[src/rtl/uart_rx.sv]
// uart_rx: 8N1 UART receiver with mid-bit sampling; define UART_RX_PARITY_EN to add an even-parity bit (8E1).
module uart_rx #(
  parameter int CLK_HZ   = 12000000,
  parameter int BAUD     = 9600,
  parameter int CNT_SIZE = 11
) (
  input  logic       clk_in,
  input  logic       rst,
  input  logic       rx,
  output logic [7:0] data,
  output logic       valid,
  output logic       frame_err,
  output logic       parity_err,
  output logic       busy
);
  localparam int BIT_TICKS = CLK_HZ / BAUD;
  localparam int HALF = BIT_TICKS / 2;
  localparam logic [CNT_SIZE-1:0] HALF_M1 = CNT_SIZE'(HALF - 1);
  localparam logic [CNT_SIZE-1:0] BIT_M1 = CNT_SIZE'(BIT_TICKS - 1);
  typedef enum logic [2:0] {
    IDLE, START, DATA, STOP
`ifdef UART_RX_PARITY_EN
    , PARITY
`endif
  } state_t;
  state_t state_q;
  logic sync_q, rx_s_q, rx_p_q;
  logic [CNT_SIZE-1:0] cnt_q;
  logic [2:0] bit_idx_q;
  logic [7:0] shift_q, data_q;
  logic par_err_q, valid_q, frame_err_q, parity_err_q;
  wire bit_end = cnt_q == BIT_M1;
  assign data = data_q;
  assign valid = valid_q;
  assign frame_err = frame_err_q;
  assign parity_err = parity_err_q;
  assign busy = state_q != IDLE;
  always_ff @(posedge clk_in) begin
    if (rst) begin
      {sync_q, rx_s_q, rx_p_q} <= 3'b111;
      state_q <= IDLE;
      cnt_q <= '0;
      bit_idx_q <= '0;
      shift_q <= '0;
      data_q <= '0;
      {par_err_q, valid_q, frame_err_q, parity_err_q} <= '0;
    end else begin
      {sync_q, rx_s_q, rx_p_q} <= {rx, sync_q, rx_s_q};
      {valid_q, frame_err_q, parity_err_q} <= '0;
      case (state_q)
        IDLE: if (rx_p_q && !rx_s_q) begin
          state_q <= START;
          cnt_q <= '0;
        end
        START: if (cnt_q == HALF_M1) begin
          // a line back high at mid start bit was a glitch, not a frame
          state_q <= rx_s_q ? IDLE : DATA;
          cnt_q <= '0;
          bit_idx_q <= '0;
        end else cnt_q <= cnt_q + 1'b1;
        DATA: if (bit_end) begin
          shift_q[bit_idx_q] <= rx_s_q;
          bit_idx_q <= bit_idx_q + 3'd1;
          cnt_q <= '0;
`ifdef UART_RX_PARITY_EN
          if (bit_idx_q == 3'd7) state_q <= PARITY;
`else
          if (bit_idx_q == 3'd7) state_q <= STOP;
`endif
        end else cnt_q <= cnt_q + 1'b1;
`ifdef UART_RX_PARITY_EN
        PARITY: if (bit_end) begin
          par_err_q <= rx_s_q != ^shift_q;
          state_q <= STOP;
          cnt_q <= '0;
        end else cnt_q <= cnt_q + 1'b1;
`endif
        STOP: if (bit_end) begin
          state_q <= IDLE;
          cnt_q <= '0;
          if (!rx_s_q) frame_err_q <= 1'b1;
          else if (par_err_q) parity_err_q <= 1'b1;
          else begin
            data_q <= shift_q;
            valid_q <= 1'b1;
          end
        end else cnt_q <= cnt_q + 1'b1;
        default: state_q <= IDLE;
      endcase
    end
  end
endmodule
[config.mk]
export PLATFORM = sky130hd
export DESIGN_NAME = uart_rx
export DESIGN_NICKNAME = d
export VERILOG_FILES = /design/src/rtl/uart_rx.sv
export SDC_FILE = /design/constraint.sdc
export NUM_CORES = 1
export LEC_CHECK = 0
export ABC_AREA = 1
export BUFFER_PORTS_ARGS = -buffer_cell sky130_fd_sc_hd__buf_2
export CAP_MARGIN = 20
export CORE_ASPECT_RATIO = 1.2
export CORE_UTILIZATION = 35
export DETAILED_ROUTE_END_ITERATION = 6
export SLEW_MARGIN = 10
export SYNTH_ARGS = -nofsm -noshare
export SYNTH_HDL_FRONTEND = slang
export SYNTH_SLANG_ARGS = --single-unit
[constraint.sdc]
create_clock -name clk_in -period 2.9 [get_ports clk_in]
set_input_delay 0 -clock clk_in [delete_from_list [all_inputs] [get_ports clk_in]]
set_output_delay 0 -clock clk_in [all_outputs]
set_load 0.005 [all_outputs]
# ---- After elaboration in Yosys (flattened, before gate mapping)
# Cells that the tools add are included.
dict set report totals {
  regBits 38
  in_bits 3
}
dict set report classes {
  addsub 2
  order_cmp 2
  n_eq_ne 11
  n_mux 18
  n_bitwise 3
  n_reduce_logical 15
}
# op count
set op_table {}
lappend op_table {{11-bit 2-to-1 mux} 3}
lappend op_table {{11-bit one-hot mux with 3 select lines} 1}
lappend op_table {{3-bit 2-to-1 mux} 7}
lappend op_table {{3-bit one-hot mux with 4 select lines} 1}
lappend op_table {{11-bit by 1-bit adder with 11-bit output, second input constant} 1}
lappend op_table {{11-bit by 10-bit equality test with 1-bit output, second input constant} 1}
lappend op_table {{11-bit equality test, second input constant} 1}
lappend op_table {{2-bit inequality test, second input constant} 5}
lappend op_table {{8-bit bitwise mux} 1}
lappend op_table {{3-bit by 2-bit equality test with 1-bit output, second input constant} 2}
lappend op_table {{3-bit one-hot mux with 2 select lines} 1}
lappend op_table {{3-bit AND reduction} 2}
lappend op_table {{3-bit nonzero test} 2}
lappend op_table {{5-bit AND reduction} 1}
lappend op_table {{3-bit by 4-bit < comparator with 1-bit output, second input constant} 1}
lappend op_table {{2-bit AND reduction} 2}
lappend op_table {{4-bit OR reduction} 1}
lappend op_table {{3-bit by 1-bit adder with 3-bit output, second input constant} 1}
lappend op_table {{1-bit demux with 3-bit select} 1}
lappend op_table {{3-bit by 1-bit equality test with 1-bit output, second input constant} 1}
lappend op_table {{3-bit equality test, second input constant} 1}
lappend op_table {{3-bit by 1-bit greater-or-equal comparator with 1-bit output, second input constant} 1}
lappend op_table {{3-bit zero test} 1}
lappend op_table {{1-bit NOT} 3}
lappend op_table {{other kinds (7)} 9}

# ---- Logic depth before layout (Yosys ltp)
dict set report depth {
  depth_word 5
  mapped_depth 11
  depth_no_buf 11
}

# ---- Least setup slack after synthesis
# No wires, ideal clock.
dict set report synth_path {
  path_kind {register -> register}
  start {register cnt_q[0]}
  end {register data_q[0], in the netlist data[0]}
  setup_ns 0.113
  t_arrival_ns 1.375
  slack_ns 1.411
  stages_incl_launch_ff 9
  path_buffers 0
  period_less_slack_ns 1.489
  cell_sequence {dfxtp_1 ha_1 nand2_1 nor2_2 nand3_2 nor3_4 inv_4 nor2_1 nor2_1}
}
dict set report synth_between {
  elab_chain_len 2
}
# item line
set synth_rtl {}
lappend synth_rtl {{start: declaration} 28} ;# logic [CNT_SIZE-1:0] cnt_q;
lappend synth_rtl {{start signal: assignment} 60} ;# end else cnt_q <= cnt_q + 1'b1;
lappend synth_rtl {{start signal: assignment} 70} ;# end else cnt_q <= cnt_q + 1'b1;
lappend synth_rtl {{start signal: assignment} 87} ;# end else cnt_q <= cnt_q + 1'b1;
lappend synth_rtl {{11-bit equality test} 32} ;# wire bit_end = cnt_q == BIT_M1;
lappend synth_rtl {{3-bit AND reduction (no line)} -}
lappend synth_rtl {{end signal: assignment} 84} ;# data_q <= shift_q;
lappend synth_rtl {{end: declaration} 30} ;# logic [7:0] shift_q, data_q;
# Every way passes these cells.
# A chain may end at the register's enable or synchronous reset.

# ---- Worst setup path in the final report
dict set report layout_path {
  start {register cnt_q[0]}
  end {register data_q[1], in the netlist data[1]}
}
# Same word-level chain as after synthesis.

==> results.cfg <==
[worst_hold_path]
holdPathStages = 2
min_path_type = in -> reg
min_from = rst

[sta]
tightest_slew_ps = 553
fin_crit_sh = 0.597
tns_ps = 0
hold_viol = 0
holdWs_ps = 110
max_freq_ghz = 0.578
rsz0062_at_grt = no
clock_skew_ps = 13.1
setup_violations = 0
final_max_slew_viol_count = 0
relSlewSlack = 0.629
min_period_ps = 1730
setup_ws_ps = 1170

[final_layout]
syn_to_final_growth_pct = 13.0
antenna_cells = 0
drive_gt1_frac = 0.139
final_area_sq_um = 2090
final_cells = 347
final_core_util = 0.418
final_nets = 294

[logic_synthesis]
netlist_top_cells_count = nand2_1, nor2_1, dfxtp_1, inv_1, nand3_1
synth_nets = 279
synth_edf_count = 0
synth_cell_types = 29
yosys_register_bits = 37
yosys_warnings = 0
yosysSeqAreaShare = 0.399
synth.avg_cell_area_sq_um = 6.84
yosysMostFrequentCell = nand2_1
synth_area_leaders = dfxtp_1, nand2_1, nor2_1, nand3_1, inv_1
ys.flop_type = dfxtp_1
netlist_instances = 271
netlist_area_sq_um = 1850
synthArstFlopShare = 0
synth_top_area_share = 0.399
synth_top_area_cell = dfxtp_1

[die]
die_w_microns = 68.4
core_area_sq_um = 5010
num_io_pins = 15
num_rows = 28
start_util = 0.370
die_h_microns = 81.7
die-area_sq_um = 5590

[pwr]
leakagePower_nw = 0.980
power_density_nw_per_um2 = 621
power_frac_comb = 0.208
total_power_mw = 1.30
switching_power_uw = 414
internal-power_uw = 887
swShare = 0.318
seqPwrFrac = 0.430
max-vdd-ir-drop_uv = 384
p_clk_frac = 0.362

[setup_path]
crit_start = cnt_q[0]
worstReg2RegStart = cnt_q[0]
critical_path.endpoint_type = register
crit_type = reg -> reg
ff2ff_path_depth = 8
start_kind = register
crit_path_max_fanout = 9
critPathArrivalTime_ps = 1920
worst_ep_required_time_ps = 3090

[route]
routed-wl-met2_microns = 2120
route.detailed.drc = 0
wirelength_microns = 4170
viasPerCell = 4.88
dr_wl_met3_microns = 95
dr.first_iter.drc_count = 76
ant_nets = 0
wl_per_cell_microns = 12.0
via_count = 1693
routed.top_layer = met4
firstDrtPassIters = 4
met1_length_microns = 1910

[clock_network]
tritoncts = yes
clk_pin_slew_ps = 80
cts_inserted_buffers = 5
cts-htree-levels = 2
post-cts-setup-buffers = 0
root_buffer = clkbuf_8
clk_latency_ps = 290
clock_path_buffers = 2
cts.sinks = 37

[place]
dpl.hpwl_microns = 2980
place_ws_ps = 1190
placed_area_sq_um = 1960
place_congestion = 0.784
dp_cells = 338
io_buffers = 13

[global_route]
grt.total_usage = 0.167
gr-total-overflow = 0
grt_first_pass_wirelength_microns = 6910
antenna_found_initial = 0
grt_max_degree = 20
grt_pass1_vias = 1532

[flow_run]
cap_viol_max_count = 0

[outcome]
outcome = finished, final reports clean
==> cells by family (layout without fill, tap and decap cells) <==
logic type / Yosys count / count (layout) / synth area share
adder cells (fa/ha/maj): 5 / 5 / 0.0337
flip-flops: 37 / 37 / 0.399
buffers and inverters: 39 / 55 / 0.0850
other: 1 / 1 / 0.00202
AND/OR/NAND/NOR: 150 / 150 / 0.368
AO/OA/AOI/OAI: 37 / 37 / 0.103
XOR/XNOR: 2 / 2 / 0.00945
==> repair_timing <==
action	4_1_cts	5_1_grt
endpoints found under the hold margin	1	0
hold buffers	1	0
resized for setup	0	0
==> final timing paths <==
check,slack [ps],end
worst max register to register,1170,data[1]
worst min-delay path,110,cnt_q[3]
worst max-delay path,1170,data[1]
worst min register to register,410,rx_s_q
==> cells in the final DEF (no fill, tap or decap), types with 2 or more instances in the layout <==
cell	synthesis	final
inv_1	24	24
o21ai_1	12	12
a22oi_1	2	2
a21oi_1	17	17
nand2_2	2	2
ha_1	5	5
buf_2	3	13
nand4_1	11	11
dfxtp_1	37	37
clkbuf_8	0	6
o21ai_0	6	6
or2_2	2	2
inv_2	5	5
nand3_1	18	18
nor2_1	42	42
nand2_1	66	66
clkinv_1	2	2
nor2_2	3	3
xor2_1	2	2
==> layout make-up <==
type	instances	area, sq um
clock buffer	6	82.6
inverter	33	128
sequential	37	741
multi-input combinational	195	956
clock inverter	2	37.5
fill	538	2920
tap	60	75.1
timing repair buffer	14	75.1
==> flip-flops by register name (all words and copies together) (netlist names) <==
name	cells
sync_q	1
frame_err	1
cnt_q	11
data	8
shift_q	8
bit_idx_q	3
state_q	2
valid	1
rx_s_q	1
rx_p_q	1
==> metal layers <==
layer | vias up | GRT usage
met5 | - | 0
met4 | 0 | 0.0563
met2 | 22 | 0.300
met3 | 5 | 0.0292
met1 | 768 | 0.196
li1 | 898 | -
==> power groups by stage <==
stage	sequential, mW	clock [mW]	combinational (mW)
4_1_cts	0.559	0.482	0.279
2_1_floorplan	0.563	0	0.212
3_3_place_gp	0.570	0	0.274
6_report	0.559	0.470	0.271
3_5_place_dp	0.570	0	0.278
5_1_grt	0.562	0.507	0.318
==> worst max-delay path, stage by stage (launching register included) <==
cell,delay [ps]
dfxtp_1,420
ha_1,200
nand2_1,70
nor2_2,150
nand3_2,130
nor3_4,370
inv_4,120
nor2_1,120
nor2_1,50
Note: power is estimated with default switching activity, not from simulation.
